[src/rtl/vend_controller.sv]
// rtl/vend_controller.sv - two-product vending sequencer: credit, stock, motor handshake, change return
module vend_controller #(
   parameter int PRICE_A       = 3,
   parameter int PRICE_B       = 4,
   parameter int MAX_CREDIT    = 9,
   parameter int CREDIT_W      = 4,
   parameter int STOCK_W       = 4,
   parameter int INIT_STOCK    = 8,
   parameter int MOTOR_TIMEOUT = 16
) (
   input  logic                clk,
   input  logic                reset,
   input  logic                coin_1,
   input  logic                coin_2,
   input  logic                sel_a,
   input  logic                sel_b,
   input  logic                cancel,
   input  logic                refill,
   input  logic                motor_done,
   output logic                motor_req,
   output logic                motor_sel,
   output logic                change_pulse,
   output logic                coin_reject,
   output logic                sel_err,
   output logic [CREDIT_W-1:0] credit,
   output logic                empty_a,
   output logic                empty_b,
   output logic                busy,
   output logic                fault
);
   localparam int TW = (MOTOR_TIMEOUT > 1) ? $clog2(MOTOR_TIMEOUT) : 1;
   localparam int XW = CREDIT_W + 2;
   localparam logic [XW-1:0]      PA     = XW'(PRICE_A);
   localparam logic [XW-1:0]      PB     = XW'(PRICE_B);
   localparam logic [XW-1:0]      MAXC   = XW'(MAX_CREDIT);
   localparam logic [STOCK_W-1:0] INIT_S = STOCK_W'(INIT_STOCK);
   localparam logic [TW-1:0]      TLAST  = TW'(MOTOR_TIMEOUT - 1);

   typedef enum logic [1:0] {IDLE, VEND, CHANGE} state_t;

   state_t               state, state_n;
   logic [STOCK_W-1:0]   stock_a, stock_b, stock_a_n, stock_b_n, eff_a, eff_b;
   logic [TW-1:0]        timer, timer_n;
   logic [XW-1:0]        cred_x, coin_v, sel_price, vend_price, refund;
   logic [CREDIT_W-1:0]  cred_n;
   logic                 motor_req_n, motor_sel_n, change_n, reject_n, sel_err_n, fault_n;
   logic                 coin_blocked, sel_bad;

   always_comb begin
      state_n      = state;
      cred_x       = XW'(credit);
      cred_n       = credit;
      stock_a_n    = stock_a;
      stock_b_n    = stock_b;
      timer_n      = timer;
      motor_req_n  = motor_req;
      motor_sel_n  = motor_sel;
      fault_n      = fault;
      change_n     = 1'b0;
      reject_n     = 1'b0;
      sel_err_n    = 1'b0;
      coin_blocked = 1'b1;
      coin_v       = XW'({coin_2, coin_1});
      // a refill in the same cycle as a select is seen by that select
      eff_a        = refill ? INIT_S : stock_a;
      eff_b        = refill ? INIT_S : stock_b;
      sel_price    = sel_a ? PA : PB;
      sel_bad      = sel_a ? (eff_a == '0) : (eff_b == '0);
      vend_price   = motor_sel ? PB : PA;
      refund       = cred_x + vend_price;

      case (state)
         IDLE: begin
            stock_a_n = eff_a;
            stock_b_n = eff_b;
            if (cancel && credit != '0) begin
               state_n = CHANGE;
            end else if (sel_a || sel_b) begin
               if (sel_bad || cred_x < sel_price) begin
                  sel_err_n    = 1'b1;
                  coin_blocked = 1'b0;
               end else begin
                  cred_n      = CREDIT_W'(cred_x - sel_price);
                  if (sel_a) stock_a_n = eff_a - STOCK_W'(1);
                  else       stock_b_n = eff_b - STOCK_W'(1);
                  motor_sel_n = ~sel_a;
                  motor_req_n = 1'b1;
                  timer_n     = '0;
                  state_n     = VEND;
               end
            end else begin
               coin_blocked = 1'b0;
            end
         end
         VEND: begin
            if (motor_done) begin
               motor_req_n = 1'b0;
               state_n     = (credit != '0) ? CHANGE : IDLE;
            end else if (timer == TLAST) begin
               fault_n     = 1'b1;
               motor_req_n = 1'b0;
               cred_n      = CREDIT_W'((refund > MAXC) ? MAXC : refund);
               state_n     = CHANGE;
            end else begin
               timer_n = timer + TW'(1);
            end
         end
         CHANGE: begin
            if (credit != '0) begin
               change_n = 1'b1;
               cred_n   = credit - CREDIT_W'(1);
            end
            if (credit <= CREDIT_W'(1)) state_n = IDLE;
         end
         default: state_n = IDLE;
      endcase

      if (coin_v != '0) begin
         if (!coin_blocked && (cred_x + coin_v) <= MAXC) cred_n = CREDIT_W'(cred_x + coin_v);
         else                                            reject_n = 1'b1;
      end
   end

   always_ff @(posedge clk or negedge reset) begin
      if (!reset) begin
         state        <= IDLE;
         credit       <= '0;
         stock_a      <= INIT_S;
         stock_b      <= INIT_S;
         timer        <= '0;
         motor_req    <= 1'b0;
         motor_sel    <= 1'b0;
         change_pulse <= 1'b0;
         coin_reject  <= 1'b0;
         sel_err      <= 1'b0;
         fault        <= 1'b0;
         busy         <= 1'b0;
         empty_a      <= (INIT_S == '0);
         empty_b      <= (INIT_S == '0);
      end else begin
         state        <= state_n;
         credit       <= cred_n;
         stock_a      <= stock_a_n;
         stock_b      <= stock_b_n;
         timer        <= timer_n;
         motor_req    <= motor_req_n;
         motor_sel    <= motor_sel_n;
         change_pulse <= change_n;
         coin_reject  <= reject_n;
         sel_err      <= sel_err_n;
         fault        <= fault_n;
         busy         <= (state_n != IDLE);
         empty_a      <= (stock_a_n == '0);
         empty_b      <= (stock_b_n == '0);
      end
   end
endmodule

[config.mk]
export PLATFORM = sky130hd
export DESIGN_NAME = vend_controller
export DESIGN_NICKNAME = d
export VERILOG_FILES = /design/src/rtl/vend_controller.sv
export SDC_FILE = /design/constraint.sdc
export NUM_CORES = 1
export LEC_CHECK = 0
export BUFFER_PORTS_ARGS = -buffer_cell sky130_fd_sc_hd__clkbuf_2
export CAP_MARGIN = 20
export CORE_MARGIN = 2
export CORE_UTILIZATION = 51
export DETAILED_ROUTE_END_ITERATION = 10
export PLACE_DENSITY = 0.71
export SLEW_MARGIN = 20
export SYNTH_ARGS = -nofsm -noshare
export SYNTH_HDL_FRONTEND = slang
export SYNTH_SLANG_ARGS = --single-unit
[constraint.sdc]
create_clock -name clk -period 4.89 [get_ports clk]
set_clock_uncertainty 0.05 [all_clocks]
set_input_delay 0.489 -clock clk [delete_from_list [all_inputs] [get_ports clk]]
set_output_delay 0.489 -clock clk [all_outputs]
set_load 0.005 [all_outputs]
Word level (Yosys, flattened, before mapping):

Cells that the tools add are included.

* add/subtract/negate cells: 7
* equality and inequality tests: 9
* $lt $le $gt $ge: 4
* bitwise operators: 4
* multiplexer cells: 57
* reduce and logical (&&, ||, !) cells: 18

Operators by type and width (count)
* $mux 4: 26
* $mux 1: 18
* $logic_not 4->1: 4
* $mux 2: 7
* $pmux 4 s3: 1
* $sub 4x1->4 const B: 3
* $ne 2x2->1 const B: 5
* $pmux 4 s2: 1
* $le 6x4->1 const B: 1
* $mux 3: 2
* $pmux 2 s3: 1
* $reduce_and 6->1: 1
* $reduce_bool 2->1: 3
* $add 4x2->5: 1
* $add 4x3->5: 1
* $gt 5x4->1 const B: 1
* $reduce_and 5->1: 1
* $add 4x1->4 const B: 1
* $eq 4x4->1 const B: 1
* $le 4x1->1 const B: 1
* $lt 4x3->1: 1
* $not 1->1: 4
* $reduce_and 4->1: 1
* $reduce_bool 4->1: 1
* 10 further kinds: 12

* input port bits: 9
* register bits: 27

Longest topological paths before layout:

* word-level depth: 12
* depth in mapped cells: 10
* depth with buffers taken out: 10

Worst setup path after synthesis:

No wires, ideal clock.

* path kind: input to register
* start: input sel_a
* end: register credit[2]
* data required time: 4.707 ns
* setup time: 0.133 ns
* arrival: 2.435 ns
* setup slack: 2.272 ns
* stages on the path: 9
* buffers on the path: 1
* path through: clkbuf_1 -> inv_1 -> fa_1 -> a211oi_1 -> a21o_4 -> or3_1 -> nand4_1 -> nor3_1 -> a21oi_1

* longest elaborated chain between the ends: 11
* elaborated cells between the ends (all ways): 18
* classes of those cells: add/sub (1); order compare (1); mux (12); reduce/logical (4)

Ends and longest elaborated chain
* from (decl): RTL line 15 `input logic sel_a,`
* $mux 3 *: RTL line 67 `sel_price = sel_a ? PA : PB;`
* named net sel_price[2]: RTL line 44 `logic [XW-1:0] cred_x, coin_v, sel_price, vend_price, refund;`
* $lt 4x3->1: RTL line 79 `if (sel_bad || cred_x < sel_price) begin`
* $logic_or 1x1->1: RTL line 79
* $mux 1: RTL line 79
* $mux 1: RTL line 78 `end else if (sel_a || sel_b) begin`
* $mux 1: RTL line 76 `if (cancel && credit != '0) begin`
* $mux 1: RTL line 72 `case (state)`
* $logic_not 1->1: RTL line 119 `if (!coin_blocked && (cred_x + coin_v) <= MAXC) cred_n = CREDIT_W'(cred_x + coin_v);`
* $logic_and 1x1->1: RTL line 119
* $mux 4: RTL line 119
* $mux 4 *: RTL line 118 `if (coin_v != '0) begin`
* named net cred_n[2]: RTL line 45 `logic [CREDIT_W-1:0] cred_n;`
* to (signal assigned): RTL line 142 `credit <= cred_n;`
* to (decl): RTL line 25 `output logic [CREDIT_W-1:0] credit,`

The timed path passes the listed nets; every way through them passes the cells marked *.
A chain may end at the register's enable or synchronous reset.

Worst setup path after layout:

* start: register credit[1]
* end: register empty_a

* longest elaborated chain between the ends: 7
* elaborated cells between the ends (all ways): 9
* classes of those cells: order compare (1); mux (4); reduce/logical (4)

Ends and longest elaborated chain
* $lt 4x3->1: RTL line 79
* $logic_or 1x1->1: RTL line 79
* $mux 4: RTL line 79
* $mux 4: RTL line 78
* $mux 4 *: RTL line 76
* $mux 4 *: RTL line 72
* named net stock_a_n[3]: RTL line 42 `logic [STOCK_W-1:0] stock_a, stock_b, stock_a_n, stock_b_n, eff_a, eff_b;`
* $logic_not 4->1 *: RTL line 153 `empty_a <= (stock_a_n == '0);`
* to (signal assigned): RTL line 138 `empty_a <= (INIT_S == '0);`
* to (signal assigned): RTL line 153
* to (decl): RTL line 26 `output logic empty_a,`

Marked as above.

==> summary.txt <==
DP Wirelength -> 3228 um
Finished Core Util -> 0.5896
Synth top cells by count -> dfrtp_1 (25), nand2_1 (21), a21oi_1 (15), inv_1 (14), nor2_1 (14)
DRC Markers -> 0
Final setup TNS -> 0 ps
Max-cap violations -> 0
Initial cell density of the core -> 0.5411
Clock Path Buffers -> 2
Top Metal Used -> met4
Initial antenna violation count -> 0
Via count -> 1662
Row Count -> 22
CP Class -> reg2reg
CTS H-tree lvls -> 1
Layout cells sized above 1 -> 0.1826
Worst path required time -> 5000 ps
Clk pin slew, worst setup/hold paths -> 100 ps
Worst hold path type -> in2async
Cts repair resizes -> 0
Worst Setup End Kind -> flip-flop
Synth area leaders -> dfrtp_1 (31%), ha_1 (8.0%), nand2_1 (3.9%), a21oi_1 (3.7%), o21ai_0 (3.2%)
Worst slew margin -> 0.5614
Top-count cell post-synth -> dfrtp_1
CP Max Fanout -> 11
Routed wl met3 -> 190 um
CTS buffer count -> 3
Area grow syn2layout -> 8.956%
Setup bufs post-CTS -> 0
Leakage power -> 0.0009680 uW
Sequential fraction of the synthesis area -> 0.3348
Total area of sequential cells -> 678.2 um^2
DRT iter0 DRCs -> 118
Vias in the first global route -> 1645
Wire length of the first global-routing pass -> 7569 um
Worst Tran Pin Value -> 658.0 ps
Hold Vio Cnt, Final -> 0
Max Slew Vio Count -> 0
Status -> complete, no violations
Fmax achieved -> 360.1 MHz
PD cells -> 641.7 nW/um^2
Fill count -> 347
Met2 WL -> 1916 um
# setup viols final -> 0
Largest net degree at the start of global routing -> 28
Main synth FF type -> dfrtp_1
Vias/cell -> 5.751
Final nets -> 267
Share of the synthesized area in the top cell type -> 0.3088
Tmin final -> 2777 ps
Die H -> 67.03 um
Placeable Area -> 3744 um^2
Cell Area, Synth -> 2026 um^2
Drt total wl -> 4250 um
EDFF count, synth -> 0
Ports -> 22
Detailed-route wire length per cell -> 14.71 um
Die W -> 67.03 um
M1 WL -> 2115 um
# hold bufs at CTS -> 0
Arr. time, crit path -> 2890 ps
Ys Warns -> 0
Port bufs -> 21
CTS root buf -> clkbuf_8
Syn Nets -> 247
Syn Inst Count -> 222
Mean Syn Cell Area -> 9.125 um^2
Finished Cell Area -> 2207 um^2
Worst-Skew Late Latency -> 270 ps
Drt pass-1 iters -> 4
VDD IR-drop max -> 0.3198 mV
Period utilization -> 0.5679
GRT Util Overall -> 0.2165
Num Clock Sinks -> 27
Multi-input gate area -> 1261 um^2
Startpoint types -> flip-flop
Yosys reg bits -> 27
Die ar. -> 4492 um^2
RSZ-0062 raised after global routing -> no
CTS tree -> yes
Remaining Overflow, GRT -> 0
Placed instance area -> 2157 um^2
Cell variety after synth -> 57
Remaining antenna violation count after routing -> 0
Placer Congestion -> 0.8433
Async SR Flop Fraction -> 1.000
Synth area leader -> dfrtp_1
Ant. Diodes -> 0
[state kept, by name (all words and copies together), names as in the netlist]
signal	count
sel_err	1
stock_b	4
credit	4
coin_reject	1
stock_a	4
empty_b	1
motor_req	1
state	2
empty_a	1
change_pulse	1
motor_sel	1
timer	4
fault	1
busy	1
[through the flow]
| stage | hold WS [ps] | setup slack [ps] | power [uW] | cells |
|---|---|---|---|---|
| floorplan | 143.4 | 2272 | 1082 | 222 |
| global placement | 407.1 | 2104 | 1262 | 285 |
| detailed placement | 417.1 | 2054 | 1284 | 285 |
| CTS | 198.9 | 2119 | 1424 | 289 |
| global route | 217.0 | 1869 | 1567 | 289 |
| finish | 178.5 | 2113 | 1416 | 289 |
[cells by family after synthesis]
kind of cell / count (synthesis) / share of synthesized area
simple gates: 80 / 0.2285
compound gates: 64 / 0.2174
flops: 27 / 0.3348
buf+inv: 20 / 0.04262
fa+ha+maj: 16 / 0.1099
xor+xnor: 12 / 0.05188
mux: 3 / 0.01482
[report_power, final]
part / switching, uW / internal (uW)
registers: 141 / 314
logic: 448 / 380
clock network: 73.3 / 59.7
[critical path: stages, from the launching register on]
cell and delay (ps):
dfrtp_1 570, inv_1 180, ha_1 220, nor3b_4 400, o21ai_4 150, nor3_2 430, o211ai_1 180, xor2_1 220
a2111oi_2 240
[layout make-up]
type | count | share of cell area
Timing Repair Buffer | 21 | 0.04762
Clock inverter | 1 | 0.003968
Multi-Input combinational cell | 175 | 0.5714
Sequential cell | 27 | 0.3073
Clock buffer | 3 | 0.01871
Tap cell | 48 | 0.02721
Inverter | 14 | 0.02381
[final timing paths]
check                      cells after the start          to      start  slack, ps
setup / recovery                               8     empty_a  credit[1]       2110
hold / removal                                 1  stock_a[0]      reset        180
setup reg to reg                               8     empty_a  credit[1]       2110
hold reg to reg                                1       fault      fault        430
max in group asynchronous                      1    state[0]      reset       4190
min in group clk                               1       fault      fault        430
[per-layer routing]
metal / GRT usage / vias up
li1: - / 845
met3: 0.02872 / 2
met1: 0.3021 / 779
met4: 0.03827 / 0
met2: 0.3601 / 36
met5: 0 / -
[layout by cell type, fill, tap and decap left out, drive strengths merged, types with 2 or more instances in the layout]
cell type / n
nand2: 21
or2: 2
ha: 13
nor2b: 2
xor2: 6
and2b: 2
inv: 15
and3: 2
nand3: 5
nand4: 2
o21a: 3
or4: 2
mux2i: 3
a21boi: 2
a21o: 5
a21oi: 15
nor4b: 2
a31oi: 5
nor3b: 2
o211ai: 2
a221oi: 2
xnor2: 6
o31ai: 3
a2111oi: 2
fa: 3
nand2b: 5
o22ai: 4
or3: 2
o21ai: 15
nor2: 15
dfrtp: 25
dfstp: 2
clkbuf: 24
nor3: 12
(Power assumes the default switching activity.)
